==> src/rtl/spi_target_if.sv <==
// rtl/spi_target_if.sv - pin and byte-stream bundle for the SPI mode-0 target.
// slave is the target side; master is the controller/system side.
interface spi_target_if;
  logic       spi_sck_i;
  logic       spi_cs_ni;
  logic       spi_copi_i;
  logic       spi_cipo_o;
  logic       spi_cipo_en_o;
  logic [7:0] rx_data_o;
  logic       rx_valid_o;
  logic       rx_ready_i;
  logic [7:0] tx_data_i;
  logic       tx_valid_i;
  logic       tx_ready_o;
  logic       rx_overflow_o;
  logic       tx_underflow_o;
  logic       busy_o;

  modport slave (
    input  spi_sck_i, spi_cs_ni, spi_copi_i, rx_ready_i, tx_data_i, tx_valid_i,
    output spi_cipo_o, spi_cipo_en_o, rx_data_o, rx_valid_o, tx_ready_o,
           rx_overflow_o, tx_underflow_o, busy_o
  );

  modport master (
    output spi_sck_i, spi_cs_ni, spi_copi_i, rx_ready_i, tx_data_i, tx_valid_i,
    input  spi_cipo_o, spi_cipo_en_o, rx_data_o, rx_valid_o, tx_ready_o,
           rx_overflow_o, tx_underflow_o, busy_o
  );
endinterface

==> src/rtl/spi_target.sv <==
// rtl/spi_target.sv - SPI mode-0 target, MSB first, 8-bit frames, pins oversampled by clk_i.
// SPI_TARGET_ECHO_EN: on TX underflow send the last completed RX byte instead of 0xFF.
module spi_target #(
  parameter int SyncStages = 2
) (
  input  logic         clk_i,
  input  logic         rst_ni,
  spi_target_if.slave  bus
);

  typedef enum logic {IDLE, ACTIVE} state_e;

  logic [SyncStages-1:0] sck_sync_q, sck_sync_d;
  logic [SyncStages-1:0] cs_sync_q, cs_sync_d;
  logic [SyncStages-1:0] copi_sync_q, copi_sync_d;
  logic [SyncStages-1:0] fill_q, fill_d;
  logic                  sck_prev_q, sck_prev_d;
  logic                  cs_prev_q, cs_prev_d;
  logic                  armed_q, armed_d;

  state_e     state_q, state_d;
  logic [2:0] bit_cnt_q, bit_cnt_d;
  logic [6:0] rx_shift_q, rx_shift_d;
  logic [7:0] tx_shift_q, tx_shift_d;
  logic       cipo_en_q, cipo_en_d;
  logic [7:0] rx_data_q, rx_data_d;
  logic       rx_valid_q, rx_valid_d;
  logic [7:0] hold_q, hold_d;
  logic       hold_full_q, hold_full_d;
  logic       rx_overflow_q, rx_overflow_d;
  logic       tx_underflow_q, tx_underflow_d;

`ifdef SPI_TARGET_ECHO_EN
  logic [7:0] last_rx_q, last_rx_d;
`endif

  logic       sck_s, cs_s, copi_s;
  logic       sck_rise, sck_fall, cs_rise, cs_fall;
  logic       load_req;
  logic [7:0] rx_byte;
  logic [7:0] fill_byte;

  assign sck_s    = sck_sync_q[SyncStages-1];
  assign cs_s     = cs_sync_q[SyncStages-1];
  assign copi_s   = copi_sync_q[SyncStages-1];
  assign sck_rise = sck_s & ~sck_prev_q;
  assign sck_fall = ~sck_s & sck_prev_q;
  assign cs_rise  = cs_s & ~cs_prev_q;
  assign cs_fall  = ~cs_s & cs_prev_q;

`ifdef SPI_TARGET_ECHO_EN
  assign fill_byte = last_rx_q;
`else
  assign fill_byte = 8'hFF;
`endif

  always_comb begin
    sck_sync_d     = {sck_sync_q[SyncStages-2:0], bus.spi_sck_i};
    cs_sync_d      = {cs_sync_q[SyncStages-2:0], bus.spi_cs_ni};
    copi_sync_d    = {copi_sync_q[SyncStages-2:0], bus.spi_copi_i};
    fill_d         = {fill_q[SyncStages-2:0], 1'b1};
    sck_prev_d     = sck_s;
    cs_prev_d      = cs_s;
    // A CS low held across reset release must not start a frame: only arm
    // once a genuine post-reset sample of CS high has reached the sync output.
    armed_d        = armed_q | (fill_q[SyncStages-1] & cs_s);
    state_d        = state_q;
    bit_cnt_d      = bit_cnt_q;
    rx_shift_d     = rx_shift_q;
    tx_shift_d     = tx_shift_q;
    cipo_en_d      = cipo_en_q;
    rx_data_d      = rx_data_q;
    rx_valid_d     = rx_valid_q;
    hold_d         = hold_q;
    hold_full_d    = hold_full_q;
    rx_overflow_d  = 1'b0;
    tx_underflow_d = 1'b0;
    load_req       = 1'b0;
    rx_byte        = {rx_shift_q, copi_s};
`ifdef SPI_TARGET_ECHO_EN
    last_rx_d      = last_rx_q;
`endif

    if (rx_valid_q && bus.rx_ready_i) begin
      rx_valid_d = 1'b0;
    end

    case (state_q)
      IDLE: begin
        if (cs_fall && armed_q) begin
          state_d   = ACTIVE;
          bit_cnt_d = 3'd0;
          cipo_en_d = 1'b1;
          load_req  = 1'b1;
        end
      end
      ACTIVE: begin
        if (cs_rise) begin
          state_d   = IDLE;
          bit_cnt_d = 3'd0;
          cipo_en_d = 1'b0;
        end else begin
          if (sck_rise) begin
            rx_shift_d = rx_byte[6:0];
            bit_cnt_d  = bit_cnt_q + 3'd1;
            if (bit_cnt_q == 3'd7) begin
`ifdef SPI_TARGET_ECHO_EN
              last_rx_d = rx_byte;
`endif
              if (rx_valid_q && !bus.rx_ready_i) begin
                rx_overflow_d = 1'b1;
              end else begin
                rx_data_d  = rx_byte;
                rx_valid_d = 1'b1;
              end
            end
          end
          if (sck_fall) begin
            if (bit_cnt_q != 3'd0) begin
              tx_shift_d = {tx_shift_q[6:0], 1'b1};
            end else begin
              load_req = 1'b1;
            end
          end
        end
      end
      default: state_d = IDLE;
    endcase

    if (load_req) begin
      if (hold_full_q) begin
        tx_shift_d  = hold_q;
        hold_full_d = 1'b0;
      end else begin
        tx_shift_d     = fill_byte;
        tx_underflow_d = 1'b1;
      end
    end

    // Write after the load so a same-cycle load and write leaves it full.
    if (bus.tx_valid_i && !hold_full_q) begin
      hold_d      = bus.tx_data_i;
      hold_full_d = 1'b1;
    end
  end

  always_ff @(posedge clk_i or negedge rst_ni) begin
    if (!rst_ni) begin
      sck_sync_q     <= '0;
      cs_sync_q      <= '1;
      copi_sync_q    <= '0;
      fill_q         <= '0;
      sck_prev_q     <= 1'b0;
      cs_prev_q      <= 1'b1;
      armed_q        <= 1'b0;
      state_q        <= IDLE;
      bit_cnt_q      <= 3'd0;
      rx_shift_q     <= 7'd0;
      tx_shift_q     <= 8'hFF;
      cipo_en_q      <= 1'b0;
      rx_data_q      <= 8'h00;
      rx_valid_q     <= 1'b0;
      hold_q         <= 8'h00;
      hold_full_q    <= 1'b0;
      rx_overflow_q  <= 1'b0;
      tx_underflow_q <= 1'b0;
`ifdef SPI_TARGET_ECHO_EN
      last_rx_q      <= 8'hFF;
`endif
    end else begin
      sck_sync_q     <= sck_sync_d;
      cs_sync_q      <= cs_sync_d;
      copi_sync_q    <= copi_sync_d;
      fill_q         <= fill_d;
      sck_prev_q     <= sck_prev_d;
      cs_prev_q      <= cs_prev_d;
      armed_q        <= armed_d;
      state_q        <= state_d;
      bit_cnt_q      <= bit_cnt_d;
      rx_shift_q     <= rx_shift_d;
      tx_shift_q     <= tx_shift_d;
      cipo_en_q      <= cipo_en_d;
      rx_data_q      <= rx_data_d;
      rx_valid_q     <= rx_valid_d;
      hold_q         <= hold_d;
      hold_full_q    <= hold_full_d;
      rx_overflow_q  <= rx_overflow_d;
      tx_underflow_q <= tx_underflow_d;
`ifdef SPI_TARGET_ECHO_EN
      last_rx_q      <= last_rx_d;
`endif
    end
  end

  assign bus.spi_cipo_o     = tx_shift_q[7];
  assign bus.spi_cipo_en_o  = cipo_en_q;
  assign bus.rx_data_o      = rx_data_q;
  assign bus.rx_valid_o     = rx_valid_q;
  assign bus.tx_ready_o     = ~hold_full_q;
  assign bus.rx_overflow_o  = rx_overflow_q;
  assign bus.tx_underflow_o = tx_underflow_q;
  assign bus.busy_o         = ~cs_s;

endmodule

==> src/flat_wrapper.sv <==
// flat-port wrapper written by rule: the top's interface ports become plain ports
module spi_target_flat 
#(
  parameter int SyncStages = 2
)
  (clk_i, rst_ni, bus_spi_sck_i, bus_spi_cs_ni, bus_spi_copi_i, bus_rx_ready_i, bus_tx_data_i, bus_tx_valid_i, bus_spi_cipo_o, bus_spi_cipo_en_o, bus_rx_data_o, bus_rx_valid_o, bus_tx_ready_o, bus_rx_overflow_o, bus_tx_underflow_o, bus_busy_o);
  spi_target_if bus_i ();
  input  logic clk_i;
  input  logic rst_ni;
  input wire logic [$bits(bus_i.spi_sck_i)-1:0] bus_spi_sck_i;
  input wire logic [$bits(bus_i.spi_cs_ni)-1:0] bus_spi_cs_ni;
  input wire logic [$bits(bus_i.spi_copi_i)-1:0] bus_spi_copi_i;
  input wire logic [$bits(bus_i.rx_ready_i)-1:0] bus_rx_ready_i;
  input wire logic [$bits(bus_i.tx_data_i)-1:0] bus_tx_data_i;
  input wire logic [$bits(bus_i.tx_valid_i)-1:0] bus_tx_valid_i;
  output wire logic [$bits(bus_i.spi_cipo_o)-1:0] bus_spi_cipo_o;
  output wire logic [$bits(bus_i.spi_cipo_en_o)-1:0] bus_spi_cipo_en_o;
  output wire logic [$bits(bus_i.rx_data_o)-1:0] bus_rx_data_o;
  output wire logic [$bits(bus_i.rx_valid_o)-1:0] bus_rx_valid_o;
  output wire logic [$bits(bus_i.tx_ready_o)-1:0] bus_tx_ready_o;
  output wire logic [$bits(bus_i.rx_overflow_o)-1:0] bus_rx_overflow_o;
  output wire logic [$bits(bus_i.tx_underflow_o)-1:0] bus_tx_underflow_o;
  output wire logic [$bits(bus_i.busy_o)-1:0] bus_busy_o;
  assign bus_i.spi_sck_i = bus_spi_sck_i;
  assign bus_i.spi_cs_ni = bus_spi_cs_ni;
  assign bus_i.spi_copi_i = bus_spi_copi_i;
  assign bus_i.rx_ready_i = bus_rx_ready_i;
  assign bus_i.tx_data_i = bus_tx_data_i;
  assign bus_i.tx_valid_i = bus_tx_valid_i;
  assign bus_spi_cipo_o = bus_i.spi_cipo_o;
  assign bus_spi_cipo_en_o = bus_i.spi_cipo_en_o;
  assign bus_rx_data_o = bus_i.rx_data_o;
  assign bus_rx_valid_o = bus_i.rx_valid_o;
  assign bus_tx_ready_o = bus_i.tx_ready_o;
  assign bus_rx_overflow_o = bus_i.rx_overflow_o;
  assign bus_tx_underflow_o = bus_i.tx_underflow_o;
  assign bus_busy_o = bus_i.busy_o;
  spi_target #(.SyncStages(SyncStages)) u_core (.clk_i(clk_i), .rst_ni(rst_ni), .bus(bus_i));
endmodule
==> config.mk <==
export PLATFORM = sky130hd
export DESIGN_NAME = spi_target_flat
export DESIGN_NICKNAME = d
export VERILOG_FILES = /design/src/rtl/spi_target_if.sv /design/src/rtl/spi_target.sv /design/src/flat_wrapper.sv
export SDC_FILE = /design/constraint.sdc
export NUM_CORES = 1
export LEC_CHECK = 0
export ABC_CLOCK_PERIOD_IN_PS = 1900
export CAP_MARGIN = 15
export CORE_MARGIN = 8
export CORE_UTILIZATION = 45
export CTS_CLUSTER_SIZE = 20
export DETAILED_ROUTE_END_ITERATION = 16
export GPL_ROUTABILITY_DRIVEN = 0
export PLACE_DENSITY = 0.68
export SYNTH_ARGS = -nofsm -noshare
export SYNTH_HDL_FRONTEND = slang
export SYNTH_SLANG_ARGS = --single-unit
==> constraint.sdc <==
create_clock -name clk_i -period 1.9 [get_ports clk_i]
set_input_delay 0.19 -clock clk_i [delete_from_list [all_inputs] [get_ports clk_i]]
set_output_delay 0.19 -clock clk_i [all_outputs]
set_load 0.005 [all_outputs]
==> flow_summary.ini <==
[outcome]
status = complete, no violations

[synthesis]
yosysWarnings = 0
ys_top_cells_by_count = dfrtp_1, nand2_1, dfstp_2, nor2_1, mux2_2
synth_area_leader_cell = dfrtp_1
synth-edff-count = 0
async_flop_share_pct = 100.0
yosysSeqAreaShare_pct = 62.11
ys_ff_latch = 51
synth_cells = 165
synth_cell_types = 34
syn_area_um2 = 2077
syn_area_per_cell_um2 = 12.59
ys.flop_type = dfrtp_1
synth.area.top_cells = dfrtp_1, dfstp_2, mux2_4
syn_nets = 183
synth_top_area_share_pct = 48.19
yosysMostFrequentCell = dfrtp_1

[hold_path]
hold_path.class = in -> reg
whs_path_depth = 1

[pwr]
p_per_area_nw_per_um2 = 1058
p_sw_mw = 0.7366
p_leak_nw = 1.131
combPwrFrac_pct = 20.3
ir_drop_uv = 764.9
swShare_pct = 27.24
finalPower_mw = 2.705
internal_power_mw = 1.968
seqPwrFrac_pct = 58.2
p_clk_share_pct = 21.5

[route]
drt-pass1-iter-count = 4
vias = 1367
drc = 0
via_per_inst = 5.319
drt_iter0_markers = 65
routedWlPerCell_um = 14.05
drt_wl_total_um = 3610
postRouteAntennaNets = 0

[layout]
area_growth_pct = 23.13
drive_gt1_share_pct = 22.44
area.sequential_um2 = 1290
multi_input_area_um2 = 730.7
antenna_cells = 0
fill_cells = 356
layout.nets = 222

[setup_path]
max_stage_delay_ns = 0.59
worstPathMaxFanout = 8
cp-end-kind = register
worst_setup_path_start_kind = register
reg2reg_depth = 5
cp_cell_sequence = nand2b_1 -> nor4b_4 -> and3_1 -> buf_4 -> mux2_4
arrival_ns = 2.01
critPathSlowestCell = dfstp_2
cp_data_required_time_ns = 2.08
critical_path_class = reg -> reg

[sta]
setup_viol = 0
rsz0062_at_grt = no
finalCritPeriodShare_pct = 96.15
drv_slew = 0
max_freq_mhz = 547.4
hold_viol = 0
fin_crit_ns = 1.827
finClkSkew_ns = 0.003927
fin_tns_setup_ns = 0

[clock_tree]
cts_buffers = 5
htreeDepth = 2
root_buffer = clkbuf_8
tritoncts = yes
cts.sinks = 51
cts_repair_resize_count = 0
worst_skew_pair.late_latency_ns = 0.29
clk_pin_slew_ns = 0.09
cts_buffer_depth = 2

[placement]
hpwl_um = 2751
numPortBuffers = 29

[grt]
grt_overflow_total = 0
grt_usage_pct = 10.96
grt_pass1_wl_um = 6527
antenna_found_initial = 0
grt_pass1_vias = 1433
grt_max_degree = 52

[floorplan]
ios = 30
rows = 24
start_util_pct = 47.05
die_area_um2 = 7045
core_um2 = 4414
die_y_um = 83.94
die_x_um = 83.94

[job]
drv_cap = 0
power by group through the flow:
stage | sequential (mW) | combinational, mW | clock, mW
after floorplan | 1.54 | 0.368 | 0
after global placement | 1.58 | 0.528 | 0
after detailed placement | 1.60 | 0.556 | 0
after CTS | 1.58 | 0.560 | 0.606
after global routing | 1.62 | 0.627 | 0.646
final | 1.57 | 0.549 | 0.582
flip-flops by register name, summed over array words and instances, names as in the netlist, 2 cells and up:
register              cells
u_core.tx_shift_q         8
u_core.cs_sync_q          2
u_core.hold_q             8
u_core.copi_sync_q        2
u_core.fill_q             2
u_core.bit_cnt_q          3
u_core.bus.rx_data_o      8
u_core.sck_sync_q         2
u_core.rx_shift_q         7
worst max-delay path, delay by kind of cell, from the launching register on:
kind	cells	cell delay, ns
and+or+nand+nor	3	0.64
DFF	1	0.59
muxes	1	0.31
buffers and inverters	1	0.19
kinds of logic after synthesis:
family          share of synthesized area (%)
simple gates                            14.40
flops                                   62.11
compound gates                          8.132
mux                                     10.66
buf+inv                                 2.710
fa+ha+maj                               1.807
other cells                            0.1805
final cells by class:
class	count	area share [%]
multi-input cells	102	28.57
well taps	52	2.544
clock inverters	2	0.4892
inverters	7	1.027
flip-flops and latches	51	50.44
clock buffers	6	2.838
repair buffers	37	14.09
what timing repair did:
action                    CTS  global route
buffers inserted            0             0
hold buffers                1             0
hold endpoints to repair   40             0
path summary, 6_finish.rpt:
check                                           start                             endpoint  slack, ns
max                        u_core.cs_prev_q$_DFF_PN1_  u_core.bus.rx_data_o[2]$_DFFE_PN0P_       0.07
min                                     bus_spi_cs_ni        u_core.cs_sync_q[0]$_DFF_PN1_       0.30
max reg2reg                u_core.cs_prev_q$_DFF_PN1_  u_core.bus.rx_data_o[2]$_DFFE_PN0P_       0.07
min reg2reg                u_core.fill_q[0]$_DFF_PN0_           u_core.fill_q[1]$_DFF_PN0_       0.36
max in group asynchronous                      rst_ni     u_core.tx_shift_q[3]$_DFFE_PN1P_       1.22
min in group asynchronous                      rst_ni      u_core.bus.rx_valid_o$_DFF_PN0_       0.41
metal layers:
metal	routed length, um	share of wire [%]	track usage (%)
met5	0	0	0
met3	195	5.4	4.297
met1	1629	45	13.09
met4	18	0.50	2.669
met2	1767	49	17.96
placed cells by master, fill, tap and decap left out, drive strengths merged, types with 2 or more instances in the layout:
| cell | Yosys | routed |
|---|---|---|
| a211oi | 8 | 8 |
| nor2 | 10 | 10 |
| nor3 | 7 | 7 |
| a21oi | 2 | 2 |
| inv | 6 | 6 |
| nand2b | 3 | 3 |
| a22o | 2 | 2 |
| clkbuf | 1 | 6 |
| nor2b | 2 | 2 |
| mux2 | 17 | 17 |
| a31oi | 2 | 2 |
| o21ai | 3 | 3 |
| a21o | 2 | 2 |
| dfrtp | 40 | 40 |
| clkdlybuf4s50 | 0 | 28 |
| buf | 4 | 8 |
| nand2 | 23 | 23 |
| dfstp | 11 | 11 |
| ha | 3 | 3 |
| clkinv | 1 | 2 |
| nor4 | 7 | 7 |
metrics by stage:
stage	instance area [um^2]	hold slack [ns]	instances	setup slack [ns]	utilization [%]
2_1_floorplan	2077	-0.1056	165	0.2138	-
3_3_place_gp	2462	0.1919	248	0.1351	55.78
3_5_place_dp	2462	0.1985	248	0.07759	55.78
4_1_cts	2557	0.2860	257	0.06688	57.94
5_1_grt	2557	0.2856	257	0.006403	57.94
6_report	2557	0.2965	257	0.07314	57.94
No activity file was read; power rests on OpenSTA's default activity.
